### src/rtl/ray_req_arb.sv
// Round-robin arbiter: NUM_IN valid/stall producers share one registered downstream stage.
// Optional counters (grant_cnt, hold_cnt, idle_cnt) are built when RAY_REQ_ARB_STATS_EN is defined.
module ray_req_arb #(
    parameter int NUM_IN = 3,
    parameter int DATA_W = 64,
    parameter int SRC_W  = 2
) (
    input  logic                     clk,
    input  logic                     rst,
    input  logic [NUM_IN-1:0]        us_valid,
    input  logic [NUM_IN*DATA_W-1:0] us_data,
    output logic [NUM_IN-1:0]        us_stall,
    output logic                     ds_valid,
    output logic [DATA_W-1:0]        ds_data,
    output logic [SRC_W-1:0]         ds_src,
    input  logic                     ds_stall
`ifdef RAY_REQ_ARB_STATS_EN
    ,
    output logic [NUM_IN*32-1:0]     grant_cnt,
    output logic [31:0]              hold_cnt,
    output logic [31:0]              idle_cnt
`endif
);

    localparam logic [SRC_W-1:0] LAST_RST = SRC_W'(NUM_IN - 1);
    localparam logic [SRC_W:0]   NUM_IN_X = (SRC_W + 1)'(NUM_IN);

    logic                r_ds_valid;
    logic [DATA_W-1:0]   r_ds_data;
    logic [SRC_W-1:0]    r_ds_src;
    logic [SRC_W-1:0]    r_last;

    logic                w_load_en;
    logic [SRC_W-1:0]    w_shift;
    logic [NUM_IN-1:0]   w_rot;
    logic [SRC_W-1:0]    w_off;
    logic [SRC_W:0]      w_sum;
    logic [SRC_W-1:0]    w_gidx;
    logic                w_any;
    logic [NUM_IN-1:0]   w_grant;
    logic [DATA_W-1:0]   w_gdata;

    // Handshake: a beat moves on any clock edge where valid=1 and stall=0; a stalled
    // producer keeps valid and data unchanged until that edge.
    assign w_load_en = ~r_ds_valid | ~ds_stall;
    assign us_stall  = ~({NUM_IN{w_load_en}} & w_grant);

    // Rotate the request vector so the search always starts at bit 0 = (last+1) mod NUM_IN.
    always_comb begin
        w_shift = (r_last == LAST_RST) ? '0 : r_last + 1'b1;
        w_rot   = NUM_IN'({us_valid, us_valid} >> w_shift);
        w_any   = |us_valid;
        w_off   = '0;
        for (int j = NUM_IN - 1; j >= 0; j--) begin
            if (w_rot[j]) w_off = SRC_W'(j);
        end
        w_sum   = {1'b0, w_shift} + {1'b0, w_off};
        w_gidx  = (w_sum >= NUM_IN_X) ? SRC_W'(w_sum - NUM_IN_X) : w_sum[SRC_W-1:0];
        w_grant = w_any ? (NUM_IN'(1) << w_gidx) : '0;
    end

    always_comb begin
        w_gdata = '0;
        for (int i = 0; i < NUM_IN; i++) begin
            if (w_grant[i]) w_gdata = us_data[i*DATA_W +: DATA_W];
        end
    end

    always_ff @(posedge clk) begin
        if (rst) begin
            r_ds_valid <= 1'b0;
            r_ds_data  <= '0;
            r_ds_src   <= '0;
            r_last     <= LAST_RST;
        end else if (w_load_en) begin
            r_ds_valid <= w_any;
            if (w_any) begin
                r_ds_data <= w_gdata;
                r_ds_src  <= w_gidx;
                r_last    <= w_gidx;
            end
        end
    end

    assign ds_valid = r_ds_valid;
    assign ds_data  = r_ds_data;
    assign ds_src   = r_ds_src;

`ifdef RAY_REQ_ARB_STATS_EN
    logic [31:0] r_grant_cnt [NUM_IN];
    logic [31:0] r_hold_cnt;
    logic [31:0] r_idle_cnt;

    // All counters saturate instead of wrapping.
    always_ff @(posedge clk) begin
        if (rst) begin
            for (int i = 0; i < NUM_IN; i++) r_grant_cnt[i] <= '0;
            r_hold_cnt <= '0;
            r_idle_cnt <= '0;
        end else begin
            for (int i = 0; i < NUM_IN; i++) begin
                if (us_valid[i] && !us_stall[i] && r_grant_cnt[i] != 32'hFFFF_FFFF)
                    r_grant_cnt[i] <= r_grant_cnt[i] + 32'd1;
            end
            if (r_ds_valid && ds_stall && r_hold_cnt != 32'hFFFF_FFFF)
                r_hold_cnt <= r_hold_cnt + 32'd1;
            if (!r_ds_valid && !w_any && r_idle_cnt != 32'hFFFF_FFFF)
                r_idle_cnt <= r_idle_cnt + 32'd1;
        end
    end

    always_comb begin
        grant_cnt = '0;
        for (int i = 0; i < NUM_IN; i++) grant_cnt[i*32 +: 32] = r_grant_cnt[i];
    end

    assign hold_cnt = r_hold_cnt;
    assign idle_cnt = r_idle_cnt;
`endif

endmodule

### config.mk
export PLATFORM = sky130hd
export DESIGN_NAME = ray_req_arb
export DESIGN_NICKNAME = d
export VERILOG_FILES = /design/src/rtl/ray_req_arb.sv
export SDC_FILE = /design/constraint.sdc
export NUM_CORES = 1
export LEC_CHECK = 0
export ABC_CLOCK_PERIOD_IN_PS = 4700
export BUFFER_PORTS_ARGS = -buffer_cell sky130_fd_sc_hd__buf_2
export CAP_MARGIN = 30
export CORE_AREA = 2 2 103 105
export DETAILED_ROUTE_END_ITERATION = 8
export DIE_AREA = 0 0 105 107
export GPL_TIMING_DRIVEN = 0
export PLACE_DENSITY = 0.75
export SLEW_MARGIN = 25
export SYNTH_ARGS = -nofsm -noshare
export SYNTH_HDL_FRONTEND = slang
export SYNTH_SLANG_ARGS = --single-unit
### constraint.sdc
create_clock -name clk -period 4.7 [get_ports clk]
set_input_delay 0.705 -clock clk [delete_from_list [all_inputs] [get_ports clk]]
set_output_delay 0.705 -clock clk [all_outputs]
set_load 0.005 [all_outputs]
==> impl_metrics.yaml, run 1 <==
outcome:
  status: "finished clean"
worst_setup_path:
  critPathLaunchType: "input pin"
  path_max_fanout: 10
  criticalPathCategory: "input pin to output port"
  worstPathArrival_ns: 3.71
  r2r_start: "ds_src[0]$_SDFFE_PP0P_"
  startpoint: "us_valid[0]"
  cp-end-kind: "output port"
  required_ns: 3.99
grt:
  grtUsageMet2: 0.404
  grt_antenna_before_repair: 0
  grt_pass1_vias: 4342
  met1_usage: 0.286
  top_usage_layer: "met2"
  grt_max_degree: 11
  grt_use_met3: 0.0413
  grt_usage: 0.233
  grt-ovfl-total: 0
  grt_pass1_wl_mm: 21.0
pwr:
  switchingPower_mw: 2.76
  peakVddDrop_v: 0.000663
  comb_power_share: 0.774
  p_int_mw: 3.28
  p_sw_frac: 0.457
  leakage_nw: 2.55
  p_seq_frac: 0.151
  pwr-share-clk: 0.075
  p_per_area_nw_per_um2: 1090
finish:
  area_delta_synth_final_pct: 44.2
  n_fill_cell: 950
  n_antenna_cell: 0
  drive_gt1_frac: 0.509
  num-nets-final: 888
synth:
  synth_top_family_by_area: "compound AO/OA/AOI/OAI gates"
  synthFlopType: "dfxtp_1"
  yosys.area.top_type_share: 0.355
  synthDominantAreaCellType: "dfxtp_1"
  synth_fa_ha_area_frac: 0.0117
  yosysWarnings: 0
  syn_inst: 408
  synthArstFlopShare: 0
  syn_area_um2: 3840
  synthMuxAreaShare: 0.00293
  syn_nets: 609
  synth_seq_cells: 68
  syn_avg_cell_area_um2: 9.41
  synthXorXnorAreaFrac: 0
  synthDistinctLibCells: 34
  yosysSeqAreaShare: 0.355
  synth_compound_area_frac: 0.470
  synthSimpleGateAreaFrac: 0.0959
  synth_edf_count: 0
  synth_area_leaders: "dfxtp_1 (35%), a2bb2oi_2 (15%), o2bb2ai_1 (15%), o21ai_0 (7.0%), nor2_1 (6.8%)"
clocking:
  clk_path_buf_depth: 2
  clkSlewWorstSetupHoldPaths_ns: 0.06
  numCtsBuffers: 9
  htree_levels: 3
  cts.sinks: 68
  holdBufCountCts: 0
  root_buffer: "clkbuf_8"
  cts_tree: "done"
  worstSkewPairLatency_ns: 0.35
  ctsResizeCount: 0
  cts_setup_buffers: 0
timing:
  fin_ws_ns: 0.286
  rsz0062_at_grt: "no"
  fmax_mhz: 227
  tns_ns: 0
  period_share: 0.939
  slew_headroom: 0.519
  finalHoldViolations: 0
  fin_skew_ns: 0.00925
  tightest_slew_ns: 0.722
  setup_viol: 0
  final-max-slew-violation-count: 0
  fin_crit_ns: 4.41
placement:
  portBuffers: 267
  post-place-ws_ns: 0.333
  routabilityCongestion: 0.892
  dpl.hpwl_mm: 10.3
route:
  drc_errors: 0
  routed_wl_mm: 13.5
  vias: 4338
  drtPass1Iterations: 4
  antenna_left: 0
  wl_per_cell_um: 16.3
  viasPerCell: 5.24
  drt_iter0_markers: 213
die:
  initial_utilization: 0.380
  io_pins: 268
  die_h_um: 107
  die_w_um: 105
  rows: 37
  core_um2: 10100
  dieArea_um2: 11200
min_path:
  hp-class: "flop to flop"
  hp-start: "ds_data[62]$_SDFFE_PP0P_"
run:
  drv_cap: 0
per-layer routing:
layer  routed length [µm]  up-vias
met5                    0        -
met4                  315        0
met3                 1070       27
met2                 6470      231
met1                 5600     1960
li1                     -     2120
cell usage after synthesis (2+ instances only):
library cell and instances:
inv_1 2, o2bb2ai_1 64, ha_1 2, a21oi_1 6
buf_4 4, or3_1 2, dfxtp_1 68, a2bb2oi_1 25
o21ai_1 11, o21ai_0 54, clkbuf_2 3, clkbuf_1 19
nand2_1 7, buf_6 9, buf_2 5, nor2_1 70
nor3_2 2, a2bb2oi_2 39
power by group through the flow:
stage | sequential, mW | clock, mW | combinational [mW]
final | 0.912 | 0.451 | 4.67
after global routing | 0.932 | 0.487 | 5.11
after CTS | 0.908 | 0.466 | 4.70
after detailed placement | 0.915 | 0 | 4.69
after global placement | 0.909 | 0 | 4.59
after floorplan | 0.926 | 0 | 3.57
stage by stage:
| step | std cells | power (mW) | instance area, µm² | util | hold slack, ns |
|---|---|---|---|---|---|
| 2_1_floorplan | 408 | 4.50 | 3840 | - | 0.447 |
| 3_3_place_gp | 811 | 5.49 | 5340 | 0.530 | 0.439 |
| 3_5_place_dp | 812 | 5.61 | 5350 | 0.530 | 0.441 |
| 4_1_cts | 828 | 6.07 | 5530 | 0.548 | 0.461 |
| 5_1_grt | 828 | 6.53 | 5530 | 0.548 | 0.474 |
| 6_report | 828 | 6.04 | 5530 | 0.548 | 0.457 |
final cells by class:
type,count,area (µm²),area share
Buffer,40,243,0.0439
Clock buffer,15,176,0.0319
Clock inverter,1,5.00,0.000905
Inverter,2,7.51,0.00136
Multi-Input combinational cell,298,2230,0.402
Sequential cell,68,1360,0.246
Tap cell,136,170,0.0308
Timing Repair Buffer,268,1340,0.243
registers in the layout (all words and copies together) (netlist names):
register and count:
ds_data 64, ds_src 2, ds_valid 1, r_last 1
worst paths after layout:
path | end | slack (ns) | cells past startpoint
hold reg to reg | ds_data[62]$_SDFFE_PP0P_ | 0.46 | 1
setup / recovery | us_stall[0] | 0.29 | 13
setup reg to reg | ds_data[47]$_SDFFE_PP0P_ | 1.27 | 10
hold / removal | ds_data[62]$_SDFFE_PP0P_ | 0.46 | 1
critical path, stage by stage:
cell       delay, ns
buf_2           0.13
nand2b_1        0.16
a2111oi_0       0.46
a31o_2          0.19
fa_1            0.47
ha_1            0.24
or3_4           0.43
o21ai_2         0.18
buf_4           0.27
buf_6           0.21
nor2_1          0.08
nand2_1         0.06
buf_2           0.11
logic make-up after synthesis:
logic type | count (synthesis)
mux | 1
simple gates | 87
compound gates | 207
flops | 68
fa+ha+maj | 3
buf+inv | 42
cells in the final DEF (no fill, tap or decap), drive strengths merged, types with 2 or more instances in the layout:
cell type,netlist,routed
dfxtp,68,68
nand2,7,7
or3,3,3
nor3,3,3
nor2,71,71
a21oi,6,6
o21ai,66,66
buf,18,286
a2bb2oi,64,64
ha,2,2
a211oi,2,2
clkbuf,22,37
o2bb2ai,64,64
inv,2,2
Power figures use the tool's default switching activity.
==> run 2: changes to the inputs <==
==> config.mk (replaced) <==
export PLATFORM = sky130hd
export DESIGN_NAME = ray_req_arb
export DESIGN_NICKNAME = d
export VERILOG_FILES = /design/src/rtl/ray_req_arb.sv
export SDC_FILE = /design/constraint.sdc
export NUM_CORES = 1
export LEC_CHECK = 0
export ABC_AREA = 1
export ABC_CLOCK_PERIOD_IN_PS = 4700
export BUFFER_PORTS_ARGS = -buffer_cell sky130_fd_sc_hd__buf_2
export CAP_MARGIN = 30
export CORE_MARGIN = 1
export CORE_UTILIZATION = 39
export DETAILED_ROUTE_END_ITERATION = 8
export GPL_TIMING_DRIVEN = 0
export PLACE_DENSITY = 0.74
export SLEW_MARGIN = 25
export SYNTH_ARGS = -nofsm -noshare
export SYNTH_HDL_FRONTEND = slang
export SYNTH_SLANG_ARGS = --single-unit
export TNS_END_PERCENT = 20
==> run 2 against run 1 <==
Compared with the run above: worst setup slack better by 0.22 ns; cell count is 35% higher; critical path depth is 4 higher; largest cell class unchanged; global-route usage is 4.3 points higher; clock skew is 0.0039 ns higher; final area is 8.3% higher; non-clock buffer count is 22 higher; flip-flop and latch count stayed put; clock-buffer cell count is 4 lower.
==> impl_metrics.yaml, run 2 <==
outcome:
  status: "finished clean"
worst_setup_path:
  cp_common_cell: "nand2_1"
  critPathLaunchType: "flop"
  slowest_stage: "fa_1"
  criticalPathCategory: "flop to output port"
  rrSetupSlack_ns: 1.35
  slowest_delay_ns: 0.52
  crit_chain: "nor2_1, nand2_1, o21ai_0, nand2_1, o21a_1, a211oi_1, fa_1, ha_1, nor2_4, nand2_1, nand2_1, nand2_2, nor2_1, buf_6, buf_4, nand2_1, buf_2"
  worstPathArrival_ns: 3.49
  rr_endpoint: "ds_data[55]$_SDFFE_PP0P_"
  cp-end-kind: "output port"
  path_max_fanout: 10
  r2r_start: "r_last[1]$_SDFFE_PP1P_"
  required_ns: 3.99
  worstRegToRegCells: 18
die:
  initial_utilization: 0.399
  dieArea_um2: 11500
  io_pins: 268
  die_w_um: 107
  die_h_um: 107
  core_um2: 10800
  rows: 38
route:
  drtPass1Iterations: 7
  antenna_left: 0
  routed_wl_mm: 16.1
  vias: 5657
  wl_per_cell_um: 14.4
  drc_errors: 0
  viasPerCell: 5.06
  drt_iter0_markers: 520
clocking:
  ctsResizeCount: 0
  holdBufCountCts: 0
  numCtsBuffers: 9
  cts_setup_buffers: 0
  worstSkewPairLatency_ns: 0.35
  clkSlewWorstSetupHoldPaths_ns: 0.08
  cts_tree: "done"
  cts.sinks: 68
  clk_path_buf_depth: 2
  root_buffer: "clkbuf_8"
  htree_levels: 3
timing:
  slew_headroom: 0.598
  setup_viol: 0
  period_share: 0.892
  final-max-slew-violation-count: 0
  tightest_slew_ns: 0.602
  tns_ns: 0
  fin_skew_ns: 0.0131
  hold_slack_ns: 0.463
  fmax_mhz: 238
  rsz0062_at_grt: "no"
  fin_ws_ns: 0.507
  finalHoldViolations: 0
  fin_crit_ns: 4.19
grt:
  grt_max_degree: 13
  grt_pass1_wl_mm: 24.8
  grt_antenna_before_repair: 0
  grt-ovfl-total: 0
  grt_pass1_vias: 5120
  grt_usage: 0.276
finish:
  num-nets-final: 1175
  largest_reg_flops: 64
  layoutNonFillerInstCount: 1119
  area_delta_synth_final_pct: 39.1
  n_antenna_cell: 0
  final_cell_mix: "buf_2 (295), nand2_1 (207), a21oi_1 (130)"
  mostFrequentLayoutCell: "buf_2"
  drive_gt1_frac: 0.339
pwr:
  pwr-share-clk: 0.083
  comb_power_share: 0.760
  p_seq_frac: 0.156
  p_per_area_nw_per_um2: 900
  leakage_nw: 3.26
  p_int_mw: 2.48
  peakVddDrop_v: 0.000488
  switchingPower_mw: 2.91
  p_sw_frac: 0.540
synth:
  yosysSeqAreaShare: 0.316
  synthArstFlopShare: 0
  synth.most_common_cell: "nand2_1"
  yosysWarnings: 0
  syn_area_um2: 4310
  yosys.area.top_type_share: 0.316
  synthDominantAreaCellType: "dfxtp_1"
  synthFlopType: "dfxtp_1"
  syn_inst: 697
  synth_seq_cells: 68
  synth_common_cells: "nand2_1 (207), a21oi_1 (130), inv_1 (73)"
  syn_nets: 898
  synth_area_leaders: "dfxtp_1 (32%), nand2_1 (18%), a21oi_1 (15%), nand4_1 (9.3%), inv_1 (6.4%)"
  syn_avg_cell_area_um2: 6.18
  synth_edf_count: 0
  synthDistinctLibCells: 25
min_path:
  whs_path_depth: 2
  hp-class: "flop to flop"
  holdPathEnd: "ds_data[13]$_SDFFE_PP0P_"
  hp-start: "ds_data[13]$_SDFFE_PP0P_"
placement:
  routabilityCongestion: 0.874
  place_inst: 1103
  dpl.hpwl_mm: 12.3
  post-place-ws_ns: 0.582
  portBuffers: 266
run:
  drv_cap: 0
run 2: layout make-up:
class / instances / area [µm²]
clock inverter: 5 / 37.5
buffer: 64 / 333
sequential: 68 / 1360
multi-input combinational: 491 / 2330
clock buffer: 11 / 141
inverter: 74 / 278
tap: 140 / 175
timing repair buffer: 266 / 1330
fill: 1182 / 4800
run 2: critical path, delay by kind of cell (launching register included):
| family | cells | cell delay [ns] |
|---|---|---|
| AOI/OAI and AO/OA | 3 | 0.48 |
| adders and majority gates | 2 | 0.78 |
| buffers and inverters | 3 | 0.48 |
| DFF | 1 | 0.36 |
| and+or+nand+nor | 9 | 1.01 |
run 2: worst max-delay path by stage:
stage	startpoint	end	slack (ns)	cells after the start
global placement	us_valid[2]	us_stall[0]	0.59	16
floorplan	us_valid[2]	us_stall[2]	1.08	16
finish	r_last[1]$_SDFFE_PP1P_	us_stall[2]	0.51	17
CTS	r_last[1]$_SDFFE_PP1P_	us_stall[0]	0.48	15
detailed placement	us_valid[2]	us_stall[0]	0.58	16
global route	r_last[1]$_SDFFE_PP1P_	us_stall[2]	0.16	17
run 2: power by group through the flow:
stage	registers, mW	logic, mW	clock network, mW
after global routing	0.862	4.64	0.485
after floorplan	0.864	2.93	0
after global placement	0.848	4.04	0
after detailed placement	0.852	4.07	0
after CTS	0.842	4.08	0.458
final	0.843	4.10	0.450
run 2: metrics by stage:
stage	power [mW]	area (µm²)	util
6_report	5.39	5990	0.555
2_1_floorplan	3.80	4310	-
5_1_grt	5.99	5990	0.555
4_1_cts	5.38	5990	0.555
3_3_place_gp	4.88	5810	0.539
3_5_place_dp	4.93	5810	0.539
run 2: kinds of logic after synthesis:
kind of cell	synth area share
and+or+nand+nor	0.292
AOI/OAI and AO/OA	0.240
buffers and inverters	0.142
DFF	0.316
adders and majority gates	0.0105
run 2: layer usage:
metal,GRT usage,share of wire,vias up
met1,0.338,0.42,2514
met2,0.475,0.48,249
met4,0.0969,0.020,0
li1,-,-,2868
met3,0.0590,0.080,26
met5,0,0,-
==> run 3: changes to the inputs <==
--- a/config.mk
+++ b/config.mk
@@ -9,11 +9,13 @@
 export ABC_CLOCK_PERIOD_IN_PS = 4700
 export BUFFER_PORTS_ARGS = -buffer_cell sky130_fd_sc_hd__buf_2
 export CAP_MARGIN = 30
+export CELL_PAD_IN_SITES_DETAIL_PLACEMENT = 0
+export CELL_PAD_IN_SITES_GLOBAL_PLACEMENT = 1
 export CORE_MARGIN = 1
-export CORE_UTILIZATION = 39
+export CORE_UTILIZATION = 28
 export DETAILED_ROUTE_END_ITERATION = 8
 export GPL_TIMING_DRIVEN = 0
-export PLACE_DENSITY = 0.74
+export PLACE_DENSITY_LB_ADDON = 0.1
 export SLEW_MARGIN = 25
 export SYNTH_ARGS = -nofsm -noshare
 export SYNTH_HDL_FRONTEND = slang
==> constraint.sdc (replaced) <==
create_clock -name clk -period 4.7 [get_ports clk]
set_input_delay 0.94 -clock clk [delete_from_list [all_inputs] [get_ports clk]]
set_output_delay 0.94 -clock clk [all_outputs]
set_load 0.005 [all_outputs]
==> run 3 against run 2 <==
Compared with the run above: fmax shrank 5.5%; final area grew 2.8%; hold slack lost 0.0039 ns; worst setup slack lost 0.24 ns; clock power grew 49%; clock-buffer cell count is the same; global-route usage shrank 5.6 points; critical path depth grew 2; combinational power grew 1%; sequential share of layout area shrank 0.61 points; largest power group unchanged; highest routed layer unchanged.
==> impl_metrics.yaml, run 3 (synthesis gave the netlist of run 2 again) <==
clocking:
  root_buffer: "clkbuf_16"
  cts.sinks: 68
  holdBufCountCts: 0
  numCtsBuffers: 9
  clk_path_buf_depth: 2
  worstSkewPairLatency_ns: 0.34
  cts_tree: "done"
  htree_levels: 3
  clkSlewWorstSetupHoldPaths_ns: 0.06
worst_setup_path:
  rrSetupSlack_ns: 1.32
  critPathLaunchType: "input pin"
  worstRegToRegCells: 20
  criticalPathCategory: "input pin to output port"
  cp-end-kind: "output port"
  endpoint: "us_stall[2]"
  path_max_fanout: 19
  r2r_start: "r_last[1]$_SDFFE_PP1P_"
  worstPathArrival_ns: 3.50
  startpoint: "us_valid[2]"
  rr_endpoint: "ds_data[27]$_SDFFE_PP0P_"
  required_ns: 3.76
finish:
  num-nets-final: 1173
  layoutNonFillerInstCount: 1161
  area_delta_synth_final_pct: 43.0
  final_cell_mix: "buf_2 (295), nand2_1 (206), a21oi_1 (130)"
  fin_util: 0.417
  drive_gt1_frac: 0.342
  largest_reg_flops: 64
  n_antenna_cell: 0
  fin_area_um2: 6160
  mostFrequentLayoutCell: "buf_2"
timing:
  setup_viol: 0
  finalHoldViolations: 0
  period_share: 0.944
  fmax_mhz: 225
  fin_skew_ns: 0.00643
  tightest_slew_ns: 0.547
  hold_slack_ns: 0.459
  rsz0062_at_grt: "no"
  fin_ws_ns: 0.263
  fin_crit_ns: 4.44
  final-max-slew-violation-count: 0
  tns_ns: 0
  slew_headroom: 0.635
route:
  drtPass1Iterations: 4
  routed_wl_mm: 17.7
  drt_iter0_markers: 245
  antenna_left: 0
  vias: 5524
  drc_errors: 0
  viasPerCell: 4.76
  wl_per_cell_um: 15.2
pwr:
  comb_power_share: 0.733
  switchingPower_mw: 2.99
  p_int_mw: 2.67
  p_sw_frac: 0.528
  p_per_area_nw_per_um2: 919
  peakVddDrop_v: 0.000356
  pwr-share-clk: 0.119
  power.total_mw: 5.66
  p_seq_frac: 0.148
  leakage_nw: 3.30
grt:
  grt_max_degree: 12
  grt-ovfl-total: 0
  grt_antenna_before_repair: 1
  grt_pass1_vias: 5206
  grt_usage: 0.220
  grt_pass1_wl_mm: 27.4
die:
  die_w_um: 126
  die_h_um: 126
  dieArea_um2: 15900
  core_um2: 14800
  rows: 44
  initial_utilization: 0.292
  io_pins: 268
placement:
  post-place-ws_ns: 0.0649
  dpl.hpwl_mm: 13.5
  routabilityCongestion: 0.773
  dpl_cell_area_um2: 5870
  place_inst: 1147
  portBuffers: 266
run:
  drv_cap: 0
min_path:
  hp-class: "flop to flop"
outcome:
  status: "finished clean"
## run 3: cell types whose count changed in the layout (fill, tap and decap cells not counted), moves of 2 or more
cell / previous run / this run
clkbuf_16: 0 / 9
clkinv_4: 2 / 0
buf_4: 13 / 10
clkinv_2: 1 / 3
clkbuf_8: 10 / 0
## run 3: worst max-delay path: stages
cell and delay, ns:
buf_2 0.11, inv_1 0.12, nand2_1 0.06, o21ai_1 0.14, nand2_1 0.07, o21a_1 0.13, inv_1 0.05, nor2_1 0.04
ha_1 0.19, fa_1 0.50, ha_2 0.23, nor2_4 0.13, nand2_1 0.08, nand2_1 0.07, nand2_2 0.08, nor2_2 0.14
buf_6 0.22, nand2_1 0.06, buf_2 0.13
## run 3: what timing repair did
| action | 4_1_cts | 5_1_grt |
|---|---|---|
| setup endpoints to repair | 0 | 3 |
| setup buffers | 0 | 0 |
| resized for setup | 0 | 7 |
## run 3: layout make-up
class / count / area [µm²]
multi-input combinational: 491 / 2350
sequential: 68 / 1360
fill: 1702 / 8600
timing repair buffer: 266 / 1330
tap: 184 / 230
clock buffer: 11 / 233
buffer: 62 / 322
inverter: 74 / 278
clock inverter: 5 / 52.6
## run 3: how the worst min path moves through the flow
stage / startpoint / end / slack [ns] / cells past startpoint
floorplan: ds_data[16]$_SDFFE_PP0P_ / ds_data[16]$_SDFFE_PP0P_ / 0.46 / 2
global placement: ds_data[43]$_SDFFE_PP0P_ / ds_data[43]$_SDFFE_PP0P_ / 0.45 / 2
detailed placement: ds_data[43]$_SDFFE_PP0P_ / ds_data[43]$_SDFFE_PP0P_ / 0.45 / 2
CTS: ds_data[43]$_SDFFE_PP0P_ / ds_data[43]$_SDFFE_PP0P_ / 0.46 / 2
global route: ds_data[59]$_SDFFE_PP0P_ / ds_data[59]$_SDFFE_PP0P_ / 0.47 / 2
finish: ds_data[47]$_SDFFE_PP0P_ / ds_data[47]$_SDFFE_PP0P_ / 0.46 / 2
## run 3: power by group through the flow
stage	Combinational, mW	Clock [mW]	Sequential [mW]
after floorplan	2.93	0	0.864
after global placement	4.20	0	0.846
after detailed placement	4.19	0	0.851
after CTS	4.19	0.693	0.841
after global routing	4.73	0.716	0.861
final	4.15	0.671	0.840
## run 3: metal layers
layer	GRT usage	wire length [µm]	part of all wire	up-vias
met4	0.0758	304	0.017	0
li1	-	-	-	2867
met3	0.0624	1370	0.077	19
met1	0.271	7720	0.44	2442
met5	0	0	0	-
met2	0.368	8290	0.47	196
